--- src/rtl/bs_pkg.sv ---
// Shared types and helpers for the barrel-shifter sweep generator.
package bs_pkg;

    // Width of a shift amount for a given data width; never narrower than one bit.
    function automatic int sa_width(input int dw);
        return ($clog2(dw) > 0) ? $clog2(dw) : 1;
    endfunction

    // Default configuration, matching the 32-bit shifter.
    localparam int BS_DATA_WIDTH = 32;
    localparam int BS_MAX_COUNT  = 256;
    localparam int BS_SA_WIDTH   = sa_width(BS_DATA_WIDTH);
    localparam int BS_CNT_WIDTH  = $clog2(BS_MAX_COUNT + 1);

    // One sweep command in the default configuration.
    typedef struct packed {
        logic [BS_DATA_WIDTH-1:0] data;
        logic [BS_SA_WIDTH-1:0]   start;
        logic [BS_SA_WIDTH-1:0]   step;
        logic [BS_CNT_WIDTH-1:0]  count;
    } bs_cmd_t;

    // IDLE: nothing active; RUN: active only; RUN_Q: active plus a pending command.
    typedef enum logic [1:0] {
        SWEEP_IDLE  = 2'd0,
        SWEEP_RUN   = 2'd1,
        SWEEP_RUN_Q = 2'd2
    } bs_sweep_state_e;

endpackage

--- src/rtl/bs_cmd_slot.sv ---
// A single registered command entry with a valid flag; load wins over clear.
module bs_cmd_slot #(
    parameter int WIDTH = 8
) (
    input  logic             clk,
    input  logic             reset_n,
    input  logic             load,
    input  logic             clear,
    input  logic [WIDTH-1:0] load_cmd,
    output logic             valid,
    output logic [WIDTH-1:0] cmd
);

    // Capture a new entry on load, otherwise drop it on clear.
    always_ff @(posedge clk or negedge reset_n) begin
        if (!reset_n) begin
            valid <= 1'b0;
            cmd   <= '0;
        end else if (load) begin
            valid <= 1'b1;
            cmd   <= load_cmd;
        end else if (clear) begin
            valid <= 1'b0;
        end
    end

endmodule

--- src/rtl/bs_sweep_gen.sv ---
// Sweep command expander: turns (data, start, step, count) commands into a
// stream of (data_in, shift_amount) beats for the barrel shifter.
module bs_sweep_gen
    import bs_pkg::*;
#(
    parameter  int DATA_WIDTH = 32,
    parameter  int MAX_COUNT  = 256,
    localparam int SA_WIDTH   = sa_width(DATA_WIDTH),
    localparam int CNT_WIDTH  = $clog2(MAX_COUNT + 1)
) (
    input  logic                  clk,
    input  logic                  reset_n,
    input  logic                  cmd_valid,
    output logic                  cmd_ready,
    input  logic [DATA_WIDTH-1:0] cmd_data,
    input  logic [SA_WIDTH-1:0]   cmd_start,
    input  logic [SA_WIDTH-1:0]   cmd_step,
    input  logic [CNT_WIDTH-1:0]  cmd_count,
    output logic                  out_valid,
    input  logic                  out_ready,
    output logic [DATA_WIDTH-1:0] data_in,
    output logic [SA_WIDTH-1:0]   shift_amount,
    output logic                  out_last,
    output logic                  busy
);

    localparam int ACT_W  = DATA_WIDTH + SA_WIDTH;
    localparam int PEND_W = DATA_WIDTH + 2 * SA_WIDTH + CNT_WIDTH;
    localparam logic [SA_WIDTH:0] DW_EXT = (SA_WIDTH + 1)'(DATA_WIDTH);

    // Values below 2*DATA_WIDTH fold into range with one conditional subtract.
    function automatic logic [SA_WIDTH-1:0] mod_reduce(input logic [SA_WIDTH:0] v);
        return (v >= DW_EXT) ? SA_WIDTH'(v - DW_EXT) : SA_WIDTH'(v);
    endfunction

    bs_sweep_state_e state;

    logic                  act_valid;
    logic                  pend_valid;
    logic [ACT_W-1:0]      act_load_cmd;
    logic [ACT_W-1:0]      act_cmd;
    logic [PEND_W-1:0]     pend_load_cmd;
    logic [PEND_W-1:0]     pend_cmd;
    logic [DATA_WIDTH-1:0] pend_data;
    logic [SA_WIDTH-1:0]   pend_start;
    logic [SA_WIDTH-1:0]   pend_step;
    logic [CNT_WIDTH-1:0]  pend_count;
    logic [SA_WIDTH-1:0]   act_step;
    logic [SA_WIDTH-1:0]   new_start;
    logic [SA_WIDTH-1:0]   new_step;
    logic [SA_WIDTH-1:0]   load_start;
    logic [CNT_WIDTH-1:0]  load_count;
    logic [SA_WIDTH-1:0]   next_shift;
    logic [CNT_WIDTH-1:0]  remaining;
    logic                  accept;
    logic                  accept_nz;
    logic                  beat_hs;
    logic                  last_hs;
    logic                  load_new_active;
    logic                  load_pending;
    logic                  promote;
    logic                  act_load;
    logic                  act_clear;

    // Status is decoded purely from registered slot state.
    assign cmd_ready = !pend_valid;
    assign busy      = act_valid || pend_valid;
    assign out_valid = act_valid;

    // Incoming command, folded into range before it is stored anywhere.
    assign accept    = cmd_valid && cmd_ready;
    assign accept_nz = accept && (cmd_count != '0);
    assign new_start = mod_reduce({1'b0, cmd_start});
    assign new_step  = mod_reduce({1'b0, cmd_step});

    // Beat handshakes and slot routing.
    assign beat_hs         = act_valid && out_ready;
    assign last_hs         = beat_hs && out_last;
    assign load_new_active = accept_nz && ((state == SWEEP_IDLE) ||
                                           ((state == SWEEP_RUN) && last_hs));
    assign load_pending    = accept_nz && !load_new_active;
    assign promote         = last_hs && (state == SWEEP_RUN_Q);
    assign act_load        = load_new_active || promote;
    assign act_clear       = last_hs && !act_load;

    // The active slot takes either the queued command or the one arriving now.
    assign {pend_data, pend_start, pend_step, pend_count} = pend_cmd;
    assign pend_load_cmd = {cmd_data, new_start, new_step, cmd_count};
    assign act_load_cmd  = promote ? {pend_data, pend_step} : {cmd_data, new_step};
    assign load_start    = promote ? pend_start : new_start;
    assign load_count    = promote ? pend_count : cmd_count;
    assign {data_in, act_step} = act_cmd;

    assign next_shift = mod_reduce({1'b0, shift_amount} + {1'b0, act_step});

    bs_cmd_slot #(.WIDTH(ACT_W)) u_active (
        .clk      (clk),
        .reset_n  (reset_n),
        .load     (act_load),
        .clear    (act_clear),
        .load_cmd (act_load_cmd),
        .valid    (act_valid),
        .cmd      (act_cmd)
    );

    bs_cmd_slot #(.WIDTH(PEND_W)) u_pending (
        .clk      (clk),
        .reset_n  (reset_n),
        .load     (load_pending),
        .clear    (promote),
        .load_cmd (pend_load_cmd),
        .valid    (pend_valid),
        .cmd      (pend_cmd)
    );

    // FSM plus beat counters; out_last is precomputed so it is registered.
    always_ff @(posedge clk or negedge reset_n) begin
        if (!reset_n) begin
            state        <= SWEEP_IDLE;
            shift_amount <= '0;
            remaining    <= '0;
            out_last     <= 1'b0;
        end else begin
            if (act_load) begin
                shift_amount <= load_start;
                remaining    <= load_count;
                out_last     <= (load_count == CNT_WIDTH'(1));
            end else if (beat_hs) begin
                shift_amount <= next_shift;
                remaining    <= remaining - CNT_WIDTH'(1);
                out_last     <= (remaining == CNT_WIDTH'(2));
            end

            case (state)
                SWEEP_IDLE: begin
                    if (accept_nz) state <= SWEEP_RUN;
                end
                SWEEP_RUN: begin
                    if (last_hs) begin
                        if (!accept_nz) state <= SWEEP_IDLE;
                    end else if (accept_nz) begin
                        state <= SWEEP_RUN_Q;
                    end
                end
                SWEEP_RUN_Q: begin
                    if (last_hs) state <= SWEEP_RUN;
                end
                default: state <= SWEEP_IDLE;
            endcase
        end
    end

endmodule

--- config.mk ---
export PLATFORM = sky130hd
export DESIGN_NAME = bs_sweep_gen
export DESIGN_NICKNAME = d
export VERILOG_FILES = /design/src/rtl/bs_pkg.sv /design/src/rtl/bs_cmd_slot.sv /design/src/rtl/bs_sweep_gen.sv
export SDC_FILE = /design/constraint.sdc
export NUM_CORES = 1
export LEC_CHECK = 0
export BUFFER_PORTS_ARGS = -buffer_cell sky130_fd_sc_hd__buf_2
export CORE_MARGIN = 4
export CORE_UTILIZATION = 43
export CTS_CLUSTER_SIZE = 12
export DETAILED_ROUTE_END_ITERATION = 10
export PLACE_DENSITY = 0.66
export SLEW_MARGIN = 20
export SYNTH_ARGS = -nofsm -noshare
export SYNTH_HDL_FRONTEND = slang
export SYNTH_SLANG_ARGS = --single-unit
--- constraint.sdc ---
create_clock -name clk -period 2.66 [get_ports clk]
set_clock_uncertainty 0.1 [all_clocks]
set_input_delay 0.399 -clock clk [delete_from_list [all_inputs] [get_ports clk]]
set_output_delay 0.399 -clock clk [all_outputs]
set_load 0.03 [all_outputs]
Yosys cells after proc, flatten, opt, wreduce, memory -nomap -nowiden
Cells that the tools add are included.
{ "totals": {"reg_bits": 107, "input_bits": 55, "out_inout_bits": 41, "word_cells": 61} }
{ "op_classes": {"add_sub_neg": 3, "order_cmp": 1, "eq_ne": 8, "n_mux": 20, "reduce_logical": 21} }
{ "op_table": {"columns": ["op", "count"], "rows": [
  ["$mux W37", 1],
  ["$mux W9", 3],
  ["$mux W5", 4],
  ["$mux W2", 5],
  ["$eq A9 B1 Y1 const B", 1],
  ["$eq A9 B2 Y1 const B", 1],
  ["$logic_and A1 B1 Y1", 9],
  ["$reduce_bool A9 Y1", 1],
  ["$sub A9 B1 Y9 const B", 1],
  ["$add A5 B5 Y6", 1],
  ["$ge A6 B6 Y1 const B", 1],
  ["$mux W1", 6],
  ["$ne A3 B3 Y1 const B", 2],
  ["$pmux W2 S3", 1],
  ["$reduce_bool A2 Y1", 3],
  ["$sub A5 B1 Y5 const B", 1],
  ["$ne A2 B2 Y1 const B", 2],
  ["$reduce_and A4 Y1", 1],
  ["$logic_not A1 Y1", 3],
  ["$logic_or A1 B1 Y1", 3],
  ["$eq A2 B1 Y1 const B", 1],
  ["$eq A2 B2 Y1 const B", 1],
  ["$logic_not A2 Y1", 1]
]} }

Logic depth before layout (Yosys ltp)
Gate-level depths: netlist of run 1.
{ "depth": {"depth_word": 10, "ltp_mapped": 8, "depth_no_buf": 8} }

Modules after synthesis
From an unflattened synthesis of run 1, not the netlist that was laid out.
{ "hier_totals": {"hier_cells": 457, "hier_area_um2": 5424.0} }
{ "by_module_without_submodules": {"columns": ["mod", "n_inst", "cells_each", "area_each_um2", "seq_area_each_um2"], "rows": [
  ["bs_cmd_slot at u_pending", 1, 111, 2182.1, 1301.2],
  ["bs_sweep_gen", 1, 265, 1752.9, 425.4],
  ["bs_cmd_slot at u_active", 1, 81, 1488.9, 950.9]
]} }

Worst setup path after synthesis of run 1
OpenSTA, ideal clock, no wires.
{ "synth_path": {"kind": "input-to-reg", "start": "in cmd_count[1]", "end": "reg u_pending.cmd[0]", "setup_time_ns": 0.125, "t_arrival_ns": 1.997, "required_time_ns": 2.435, "slack_ns": 0.437, "stages": 5, "cell_sequence": "or4_1 o311ai_4 nor2_2 buf_6 mux2_4"} }
{ "synth_between": {"elab_chain_cells": 5} }
{ "synth_rtl": {"columns": ["item", "line", "text"], "rows": [
  ["start: declaration", "bs_sweep_gen.sv:18", "input logic [CNT_WIDTH-1:0] cmd_count,"],
  ["$reduce_bool A9 Y1 (*)", "bs_sweep_gen.sv:72", "assign accept_nz = accept && (cmd_count != '0);"],
  ["$logic_and A1 B1 Y1 (*)", "bs_sweep_gen.sv:72", null],
  ["$logic_and A1 B1 Y1", "bs_sweep_gen.sv:79", "assign load_new_active = accept_nz && ((state == SWEEP_IDLE) ||"],
  ["$logic_not A1 Y1", "bs_sweep_gen.sv:81", "assign load_pending = accept_nz && !load_new_active;"],
  ["$logic_and A1 B1 Y1 (*)", "bs_sweep_gen.sv:81", null],
  ["end signal: assignment", "bs_cmd_slot.sv:21", "cmd <= load_cmd;"],
  ["end: declaration", "bs_cmd_slot.sv:11", "output logic [WIDTH-1:0] cmd"]
]} }
Mark *: on every way between the ends. The rest lies on a longest branch, timed or not.
A chain may end at the register's enable or synchronous reset.

Final worst setup path of run 1
{ "layout_path": {"start": "reg u_active.valid", "end": "reg u_active.cmd[29]"} }
{ "layout_between": {"elab_chain_cells": 6} }
{ "layout_rtl": {"columns": ["item", "line", "text"], "rows": [
  ["start: declaration", "bs_cmd_slot.sv:10", "output logic valid,"],
  ["start signal: assignment", "bs_cmd_slot.sv:17", "valid <= 1'b0;"],
  ["start signal: assignment", "bs_cmd_slot.sv:20", "valid <= 1'b1;"],
  ["start signal: assignment", "bs_cmd_slot.sv:23", "valid <= 1'b0;"],
  ["$logic_and A1 B1 Y1 (*)", "bs_sweep_gen.sv:77", "assign beat_hs = act_valid && out_ready;"],
  ["$logic_and A1 B1 Y1 (*)", "bs_sweep_gen.sv:78", "assign last_hs = beat_hs && out_last;"],
  ["$logic_and A1 B1 Y1", "bs_sweep_gen.sv:80", "((state == SWEEP_RUN) && last_hs));"],
  ["$logic_or A1 B1 Y1", "bs_sweep_gen.sv:79", null],
  ["$logic_and A1 B1 Y1", "bs_sweep_gen.sv:79", null],
  ["$logic_or A1 B1 Y1", "bs_sweep_gen.sv:83", "assign act_load = load_new_active || promote;"],
  ["end signal: assignment", "bs_cmd_slot.sv:21", null],
  ["end: declaration", "bs_cmd_slot.sv:11", null]
]} }
Marked as above.

==> run_results.csv, run 1 <==
group,metric,value,unit
run_status,status,"finished, final reports clean",
timing,whs,0.1944,ns
critical_path,crit_type,"register to register",
timing,max_freq,0.4512,GHz
drt,ant_nets,0,
clock_network,ctsResizeCount,0,
power_and_ir_drop,power_frac_seq,52.8,%
finish,layout_common_cells,"nand2_1, dfrtp_1, buf_2",
yosys,syn-num-nets,567,
drt,vias_per_cell,5.118,
yosys,synth.cell_area,5330,µm²
yosys,netlist_instances,505,
timing,fin_tns_setup,0,ns
yosys,synth.distinct_cells,40,
drt,drc_errors,0,
timing,tightest_slew,0.6128,ns
critical_path,path_buf_inv,1,
global_route,grt_pass1_vias,3889,
timing,layout_min_cycle_time,2.216,ns
power_and_ir_drop,switching_share,21.24,%
power_and_ir_drop,comb_power_share,3.7,%
worst_hold_path,min_path_cells,2,
clock_network,root_buffer,"clkbuf_16",
die,core_area,12060,µm²
critical_path,setup.worst_path.start_class,"register",
critical_path,ff2ff_path_depth,6,
global_route,antenna_found_initial,0,
finish,diodes,0,
placement,post-dp-hpwl,8.027,mm
clock_network,cts_sinks,107,
critical_path,critPathMaxFanout,34,
yosys,synth.avg_cell_area,10.55,µm²
power_and_ir_drop,clock_power_share,43.5,%
critical_path,critPathTopFamily,"compound AO/OA/AOI/OAI gates",
clock_network,insertion_delay,0.35,ns
clock_network,numCtsBuffers,9,
finish,drive_gt1_share,32.22,%
die,start_util,44.19,%
drt,route.vias.total,3782,
critical_path,path_depth,6,
critical_path,required,2.82,ns
critical_path,crit_path_max_incr_delay,0.51,ns
timing,slew_headroom,58.99,%
drt,wl_per_cell,15.84,µm
flow_run,maxCapViolCount,0,
clock_network,clkSlewWorstSetupHoldPaths,0.07,ns
die,die_w,119.3,µm
timing,finalHoldViolCount,0,
critical_path,crit_chain,"nand3_1, a21o_1, o21ai_4, buf_4, nor2_1, a31oi_1",
finish,n_fill_cell,1096,
yosys,yosysTopAreaCellShare,50.23,%
placement,gp_congestion,0.8478,
power_and_ir_drop,power_switching,0.6540,mW
worst_hold_path,hp-class,"input port to register",
power_and_ir_drop,internal-power,2.425,mW
timing,rsz0062_at_grt,"no",
critical_path,arrival,2.38,ns
power_and_ir_drop,vdd_ir_drop_max,0.2606,mV
global_route,grt_pass1_wl,19.42,mm
power_and_ir_drop,leakagePower,3.078,nW
critical_path,r2r_slack,0.44,ns
global_route,grt_max_degree,52,
finish,area_growth,14.51,%
global_route,gr-total-overflow,0,
timing,finalSetupViolCount,0,
yosys,yosys.area.top_type,"dfrtp_1",
finish,nNetsFinal,628,
critical_path,worstSetupEndpointType,"register",
power_and_ir_drop,powerDensity,504.5,nW/µm²
drt,finalWirelength,11.71,mm
clock_network,cts_max_level,3,
clock_network,cts_buffer_depth,2,
clock_network,cts_tree,"yes",
drt,drt_iter0_drc,176,
timing,fin_crit_sh,83.33,%
critical_path,slowest_stage,"o21ai_4",
global_route,gr-usage-all-layers,16.98,%
yosys,yosysWarnings,0,
die,rows,40,
drt,drt_pre_antenna_iters,4,
timing,slew_viol_final,0,
die,io_pins,96,
die,die_y,119.3,µm
yosys,seq_area_frac_synth,50.23,%
yosys,synthTopCellsByArea,"dfrtp_1, mux2_4, nand2_1",
die,die_area,14240,µm²
yosys,ys_ff_latch,107,
placement,io_buffers,95,
synthesized netlist by cell type, drive strengths merged:
cell / count
o311ai: 2
nand4b: 3
ha: 6
o22ai: 1
fa: 1
clkbuf: 18
nor4: 3
mux2i: 1
a211oi: 2
xnor2: 7
dfrtp: 107
a311oi: 1
buf: 42
nand2: 107
and3: 4
xor2: 2
nand2b: 1
o31a: 1
a21oi: 9
a31oi: 47
or4: 2
o21a: 1
and2: 1
nor2b: 2
nand3: 7
mux2: 54
o21ai: 5
a21o: 3
inv: 8
nor2: 50
nor3b: 2
nor3: 4
or2: 1
per-layer routing:
layer / global-route usage (%) / wire [µm] / vias up
li1: - / - / 1816
met1: 21.19 / 5243 / 1873
met2: 28.86 / 5765 / 76
met3: 3.371 / 460 / 17
met4: 6.872 / 238 / 0
met5: 0 / 0 / -
final cells by class:
cell class                 instances  area, µm²  area share [%]
clock inverter                     4      50.05          0.8200
inverter                           8      30.03          0.4920
timing repair buffer             110      630.6           10.33
clock buffer                      12      246.5           4.039
tap                              168      210.2           3.444
sequential                       107       2678           43.87
multi-input combinational        330       2258           37.00
timing repair:
action,in CTS,in global routing
setup buffers,0,0
hold endpoints to repair,36,0
hold buffers,1,0
power by group through the flow:
stage / Sequential [mW] / Combinational, mW / Clock [mW]
finish: 1.63 / 0.114 / 1.34
global route: 1.62 / 0.130 / 1.44
CTS: 1.63 / 0.117 / 1.37
detailed placement: 1.66 / 0.115 / 0
global placement: 1.66 / 0.112 / 0
floorplan: 1.66 / 0.0191 / 0
path summary, 6_finish.rpt:
check / from / to
min reg2reg: u_pending.cmd[19]$_DFFE_PN0P_ / u_pending.cmd[19]$_DFFE_PN0P_
max in group asynchronous: reset_n / shift_amount[2]$_DFFE_PN0P_
min: cmd_data[23] / u_pending.cmd[42]$_DFFE_PN0P_
max: u_active.valid$_DFFE_PN0P_ / u_active.cmd[29]$_DFFE_PN0P_
min in group asynchronous: reset_n / u_pending.cmd[20]$_DFFE_PN0P_
max reg2reg: u_active.valid$_DFFE_PN0P_ / u_active.cmd[29]$_DFFE_PN0P_
sequential cells by signal, indices dropped and copies added (netlist names):
signal / cells
u_pending.cmd: 51
u_active.cmd: 37
remaining: 9
shift_amount: 5
state: 2
out_last: 1
u_active.valid: 1
u_pending.valid: 1
through the flow:
stage / setup slack, ns / utilization (%) / cell area [µm²] / total power, mW / instances
detailed placement: 0.1065 / 48.06 / 5797 / 1.773 / 722
floorplan: 0.4375 / - / 5330 / 1.677 / 505
global route: 0.2728 / 50.60 / 6103 / 3.197 / 739
CTS: 0.4084 / 50.60 / 6103 / 3.116 / 739
finish: 0.4435 / 50.60 / 6103 / 3.079 / 739
global placement: 0.1631 / 48.06 / 5797 / 1.769 / 722
logic make-up (layout without fill, tap and decap cells):
logic type,Yosys count,count (layout),synth area share (%)
muxes,55,55,15.12
DFF,107,107,50.23
and+or+nand+nor,187,187,14.67
adders and majority gates,7,7,1.784
xor gates and xnor gates,9,9,1.479
buffers and inverters,68,134,7.864
AOI/OAI and AO/OA,72,72,8.850
No activity file was read; power rests on OpenSTA's default activity.
==> run 2, diff against run 1 <==
--- a/config.mk
+++ b/config.mk
@@ -10,7 +10,7 @@
 export CORE_UTILIZATION = 43
 export CTS_CLUSTER_SIZE = 12
 export DETAILED_ROUTE_END_ITERATION = 10
-export PLACE_DENSITY = 0.66
+export PLACE_DENSITY = 0.69
 export SLEW_MARGIN = 20
 export SYNTH_ARGS = -nofsm -noshare
 export SYNTH_HDL_FRONTEND = slang
==> constraint.sdc (replaced) <==
create_clock -name clk -period 1.8 [get_ports clk]
set_clock_uncertainty 0.1 [all_clocks]
set_input_delay 0.27 -clock clk [delete_from_list [all_inputs] [get_ports clk]]
set_output_delay 0.27 -clock clk [all_outputs]
set_load 0.03 [all_outputs]
==> run 2 against run 1 <==
Compared with the run above:
- the flow now finishes with violations (setup timing)
- hold slack lost 0.14 ns
- first-iteration DRC count grew 45%
- count of clock-buffer cells in the layout is the same
- combinational power grew 68%
- critical path type is now input port to register
- critical endpoint is now shift_amount[1]$_DFFE_PN0P_
- highest routed layer unchanged
==> run_results.csv, run 2 (synthesis gave the netlist of run 1 again) <==
group,metric,value,unit
drt,ant_nets,0,
clock_network,cts_tree,"yes",
critical_path,rr_endpoint,"shift_amount[2]$_DFFE_PN0P_",
power_and_ir_drop,vdd_ir_drop_max,0.4126,mV
finish,area_growth,33.45,%
finish,n_fill_cell,984,
clock_network,cts_buffer_depth,2,
timing,finalHoldViolCount,0,
run_status,failed_checks,"setup timing",
drt,route.vias.total,4081,
finish,fin_cells,785,
finish,nNetsFinal,674,
timing,rsz0062_at_grt,"yes",
critical_path,crit_chain,"buf_6, or4_4, o311ai_4, buf_4, o21ai_4, buf_12, buf_12, a211oi_2, a31oi_1",
global_route,gr-total-overflow,0,
critical_path,r2r-start,"u_active.cmd[0]$_DFFE_PN0P_",
power_and_ir_drop,finalPower,4.483,mW
drt,vias_per_cell,5.199,
clock_network,insertion_delay,0.34,ns
finish,largest_reg_flops,51,
die,die_y,119.3,µm
timing,slew_viol_final,0,
timing,fin_crit_sh,107.3,%
clock_network,cts_max_level,3,
global_route,grt_max_degree,108,
finish,layout_common_cells,"nand2_1, dfrtp_1, buf_2",
critical_path,required,1.92,ns
finish,top_regs,"u_pending.cmd (51), u_active.cmd (37), remaining (9)",
global_route,antenna_found_initial,0,
die,die_w,119.3,µm
global_route,grt_pass1_vias,3906,
clock_network,root_buffer,"clkbuf_16",
drt,drt_iter0_drc,256,
worst_hold_path,hp-class,"input port to register",
placement,io_buffers,95,
critical_path,r2r_slack,-0.10,ns
timing,finalSetupViolCount,89,
critical_path,critPathTopFamily,"compound AO/OA/AOI/OAI gates",
finish,top_register,"u_pending.cmd",
timing,whs,0.05405,ns
global_route,gr-usage-all-layers,16.60,%
critical_path,critPathMaxFanout,8,
timing,slew_headroom,61.88,%
clock_network,cts_sinks,107,
critical_path,setup.worst_path.start_class,"input port",
critical_path,arrival,2.06,ns
global_route,grt_pass1_wl,19.02,mm
critical_path,crit_end,"shift_amount[1]$_DFFE_PN0P_",
drt,finalWirelength,13.76,mm
die,rows,40,
timing,max_freq,0.5176,GHz
die,die_area,14240,µm²
critical_path,crit_type,"input port to register",
drt,wl_per_cell,17.52,µm
timing,layout_min_cycle_time,1.932,ns
flow_run,maxCapViolCount,0,
placement,post-dp-hpwl,8.181,mm
critical_path,ff2ff_path_depth,10,
critical_path,path_depth,9,
die,io_pins,96,
die,core_area,12060,µm²
clock_network,numCtsBuffers,9,
critical_path,critPathLaunch,"cmd_count[4]",
drt,drt_pre_antenna_iters,4,
placement,place_inst,742,
drt,drc_errors,0,
critical_path,crit_path_max_incr_delay,0.55,ns
die,start_util,44.19,%
power_and_ir_drop,powerDensity,630.3,nW/µm²
timing,finalWorstSetupSlack,-0.1321,ns
placement,gp_congestion,0.7938,
critical_path,path_buf_inv,4,
timing,tightest_slew,0.5719,ns
finish,seqCellArea,2681,µm²
power_and_ir_drop,leakagePower,3.470,nW
run_status,status,"finished, violations left",
finish,diodes,0,
finish,final_common_cell,"nand2_1",
clock_network,clkSlewWorstSetupHoldPaths,0.07,ns
critical_path,crit_path_frequent_cell,"buf_12",
finish,drive_gt1_share,47.33,%
critical_path,worstSetupEndpointType,"register",
critical_path,slowest_stage,"or4_4",
finish,multi_input_area,2640,µm²
placement,place_worst_setup_slack,-0.4259,ns
run 2: changes by cell type in the layout (fill, tap and decap cells not counted), moves of 5 or more:
| cell | previous run | this run |
|---|---|---|
| buf_4 | 12 | 33 |
| a31oi_4 | 0 | 9 |
| a31oi_1 | 47 | 34 |
| nor2_1 | 49 | 21 |
| nor2_4 | 1 | 15 |
| clkbuf_16 | 9 | 15 |
| buf_8 | 0 | 5 |
| buf_6 | 0 | 8 |
| buf_12 | 3 | 9 |
| nor2_2 | 0 | 14 |
run 2: final cells by class:
class,count,area share (%)
Sequential cell,107,37.70
Tap cell,168,2.955
Timing Repair Buffer,156,17.84
Clock buffer,12,3.606
Inverter,8,0.4222
Multi-Input combinational cell,330,37.12
Clock inverter,4,0.3694
run 2: power breakdown:
part           internal [mW]  total [mW]  switching [mW]
logic                 0.0773       0.191           0.114
registers               2.40        2.40               0
clock network           1.01        1.89           0.877
total                   3.49        4.48           0.990
run 2: worst min-delay path by stage:
stage	startpoint	to	depth (start not counted)
CTS	cmd_count[5]	u_pending.cmd[5]$_DFFE_PN0P_	2
floorplan	reset_n	out_last$_DFFE_PN0P_	0
finish	cmd_count[5]	u_pending.cmd[5]$_DFFE_PN0P_	2
global route	cmd_count[5]	u_pending.cmd[5]$_DFFE_PN0P_	2
global placement	reset_n	u_active.cmd[10]$_DFFE_PN0P_	2
detailed placement	reset_n	u_active.cmd[10]$_DFFE_PN0P_	2
run 2: metrics by stage:
step | TNS, ns | cell area (µm²) | util [%]
detailed placement | -40.16 | 5997 | 49.72
CTS | -0.7380 | 6459 | 53.55
global route | -7.832 | 7113 | 58.97
floorplan | -24.36 | 5419 | -
finish | -4.338 | 7113 | 58.97
global placement | -37.65 | 5997 | 49.72
run 2: what timing repair did:
item                       in CTS  in global routing
setup endpoints to repair      94                 97
gates cloned                    2                 10
setup buffers                   7                  8
gates resized for setup        13                 87
hold endpoints to repair      107                  0
pin swaps                       2                 10
hold buffers                    1                  0
run 2: metal layers:
layer / up-vias / global-route usage [%] / wire, µm
met5: - / 0 / 0
met2: 100 / 26.77 / 6741
met1: 2063 / 22.58 / 6362
met4: 0 / 5.011 / 104
li1: 1911 / - / -
met3: 7 / 3.466 / 545
==> run 3, diff against run 2 <==
--- a/config.mk
+++ b/config.mk
@@ -10,7 +10,7 @@
 export CORE_UTILIZATION = 43
 export CTS_CLUSTER_SIZE = 12
 export DETAILED_ROUTE_END_ITERATION = 10
-export PLACE_DENSITY = 0.69
+export PLACE_DENSITY = 0.66
 export SLEW_MARGIN = 20
 export SYNTH_ARGS = -nofsm -noshare
 export SYNTH_HDL_FRONTEND = slang
==> constraint.sdc (replaced) <==
create_clock -name clk -period 1.9 [get_ports clk]
set_clock_uncertainty 0.1 [all_clocks]
set_input_delay 0.285 -clock clk [delete_from_list [all_inputs] [get_ports clk]]
set_output_delay 0.285 -clock clk [all_outputs]
set_load 0.03 [all_outputs]
==> run 3 against run 2 <==
Compared with the run above:
- the run still ends with setup timing left
- register-to-register slack better by 0.17 ns
- wire length shrank 11%
- hold slack improved by 0.029 ns
- final area shrank 8.0%
- final cell count fell by 2.4%
- clock power hardly changed
- combinational power down 6%
- die area unchanged
- critical path type unchanged
- critical endpoint is now u_pending.cmd[4]$_DFFE_PN0P_
- largest cell class unchanged
==> run_results.csv, run 3 (synthesis gave the netlist of run 1 again) <==
group,metric,value,unit
timing,layout_min_cycle_time,1.934,ns
critical_path,crit_chain,"buf_6, or4_4, o311ai_4, buf_6, nor2_4, clkbuf_16, mux2_4",
finish,drive_gt1_share,38.13,%
timing,tightest_slew,0.4472,ns
global_route,antenna_found_initial,0,
die,start_util,44.19,%
critical_path,critPathMaxFanout,10,
power_and_ir_drop,finalPower,4.362,mW
critical_path,arrival,2.06,ns
finish,stdcell_area,6544,µm²
finish,top_regs,"u_pending.cmd (51), u_active.cmd (37), remaining (9)",
power_and_ir_drop,vdd_ir_drop_max,0.3595,mV
finish,seqCellArea,2680,µm²
finish,layout_common_cells,"nand2_1, dfrtp_1, buf_2",
drt,wl_per_cell,15.95,µm
timing,finalWorstSetupSlack,-0.03448,ns
finish,diodes,0,
critical_path,crit_path_max_incr_delay,0.55,ns
power_and_ir_drop,switching_share,21.01,%
drt,drt_iter0_drc,261,
die,core_area,12060,µm²
run_status,failed_checks,"setup timing",
global_route,grt_pass1_vias,3939,
worst_hold_path,hp-class,"input port to register",
placement,post-dp-hpwl,8.249,mm
die,die_area,14240,µm²
global_route,gr-total-overflow,0,
finish,multi_input_area,2326,µm²
die,rows,40,
global_route,met1_usage,23.22,%
flow_run,maxCapViolCount,0,
worst_hold_path,min_path_cells,2,
critical_path,crit_path_frequent_cell,"buf_6",
drt,route.vias.total,3858,
drt,finalWirelength,12.22,mm
timing,fin_tns_setup,-0.9291,ns
die,io_pins,96,
global_route,grt_busiest_layer,"met2",
critical_path,slowest_stage,"or4_4",
critical_path,required,2.03,ns
finish,n_fill_cell,1076,
timing,finalSetupViolCount,50,
global_route,grt_max_degree,55,
placement,io_buffers,95,
finish,nNetsFinal,655,
power_and_ir_drop,clock_power_share,43.7,%
critical_path,worstSetupEndpointType,"register",
clock_network,insertion_delay,0.35,ns
finish,final_common_cell,"nand2_1",
critical_path,ff2ff_path_depth,8,
finish,top_register,"u_pending.cmd",
global_route,use_met3,4.796,%
drt,drt_pre_antenna_iters,4,
critical_path,setup.worst_path.start_class,"input port",
critical_path,crit_type,"input port to register",
drt,drc_errors,0,
run_status,status,"finished, violations left",
global_route,grt_pass1_wl,19.62,mm
clock_network,cts_max_level,3,
finish,area_growth,22.77,%
drt,vias_per_cell,5.037,
timing,max_freq,0.5169,GHz
power_and_ir_drop,powerDensity,666.6,nW/µm²
clock_network,cts_buffer_depth,2,
timing,slew_headroom,70.19,%
power_and_ir_drop,internal-power,3.446,mW
timing,finalHoldViolCount,0,
drt,ant_nets,0,
timing,slew_viol_final,0,
clock_network,root_buffer,"clkbuf_16",
global_route,gr-usage-all-layers,17.03,%
finish,largest_reg_flops,51,
clock_network,clkSlewWorstSetupHoldPaths,0.07,ns
power_and_ir_drop,power_frac_seq,52.2,%
timing,whs,0.08351,ns
power_and_ir_drop,power_switching,0.9163,mW
placement,dpl-instance-area,6020,µm²
timing,rsz0062_at_grt,"yes",
placement,gp_congestion,0.8185,
timing,fin_crit_sh,101.8,%
die,die_y,119.3,µm
global_route,grt_util_met2,27.02,%
placement,place_worst_setup_slack,-0.3332,ns
power_and_ir_drop,comb_power_share,4.1,%
power_and_ir_drop,leakagePower,3.285,nW
die,die_w,119.3,µm
clock_network,cts_tree,"yes",
clock_network,cts_sinks,107,
clock_network,numCtsBuffers,9,
-- run 3: cell types whose count changed in the layout (fill, tap and decap cells not counted), moves of 2 or more --
cell	delta
nor2_1	+28
nor2_2	-14
nor2_4	-14
a31oi_1	+13
a31oi_4	-9
buf_4	-7
a31oi_2	-4
buf_8	-4
buf_6	-3
clkbuf_16	-3
buf_16	-2
nor4_1	+2
nor4_2	-2
-- run 3: per-stage QoR --
| step | std cells | utilization [%] |
|---|---|---|
| after floorplan | 505 | - |
| after global placement | 740 | 49.91 |
| after detailed placement | 740 | 49.91 |
| after CTS | 757 | 52.63 |
| after global routing | 766 | 54.25 |
| final | 766 | 54.25 |
-- run 3: final timing paths --
path / from / end / slack (ns)
min in group asynchronous: reset_n / u_active.cmd[5]$_DFFE_PN0P_ / 0.33
max in group asynchronous: reset_n / u_active.cmd[20]$_DFFE_PN0P_ / 0.74
min reg2reg: u_pending.cmd[50]$_DFFE_PN0P_ / u_pending.cmd[50]$_DFFE_PN0P_ / 0.41
max reg2reg: u_active.cmd[0]$_DFFE_PN0P_ / shift_amount[4]$_DFFE_PN0P_ / 0.07
min: cmd_start[1] / u_pending.cmd[15]$_DFFE_PN0P_ / 0.08
max: cmd_count[8] / u_pending.cmd[4]$_DFFE_PN0P_ / -0.03
-- run 3: cell type report --
cell class,count,share of cell area [%]
multi-input combinational,330,35.54
clock buffer,12,3.920
clock inverter,4,0.7457
inverter,8,0.4589
tap,168,3.212
timing repair buffer,137,15.16
sequential,107,40.96
-- run 3: worst max-delay path: cells and delay by family --
family,cells,cell delay (ns)
simple gates,2,0.61
buf+inv,3,0.46
compound gates,1,0.40
mux,1,0.29
-- run 3: power groups by stage --
stage                     clock [mW]  combinational [mW]  sequential (mW)
after CTS                       1.97               0.181             2.28
after detailed placement           0               0.179             2.32
after global routing            2.07               0.206             2.27
final                           1.91               0.180             2.28
after floorplan                    0              0.0273             2.32
after global placement             0               0.176             2.32
-- run 3: metal layers --
layer  part of all wire (%)  routed length [µm]
met1                     47                5782
met5                      0                   0
met2                     46                5653
met4                   0.88                 107
met3                    5.5                 675
-- run 3: timing repair --
item | in CTS | in global routing
pin swaps | 1 | 7
setup buffers | 0 | 6
endpoints found under the hold margin | 28 | 0
hold buffers | 1 | 0
cloned | 0 | 3
setup endpoints to repair | 1 | 31
resized for setup | 3 | 15
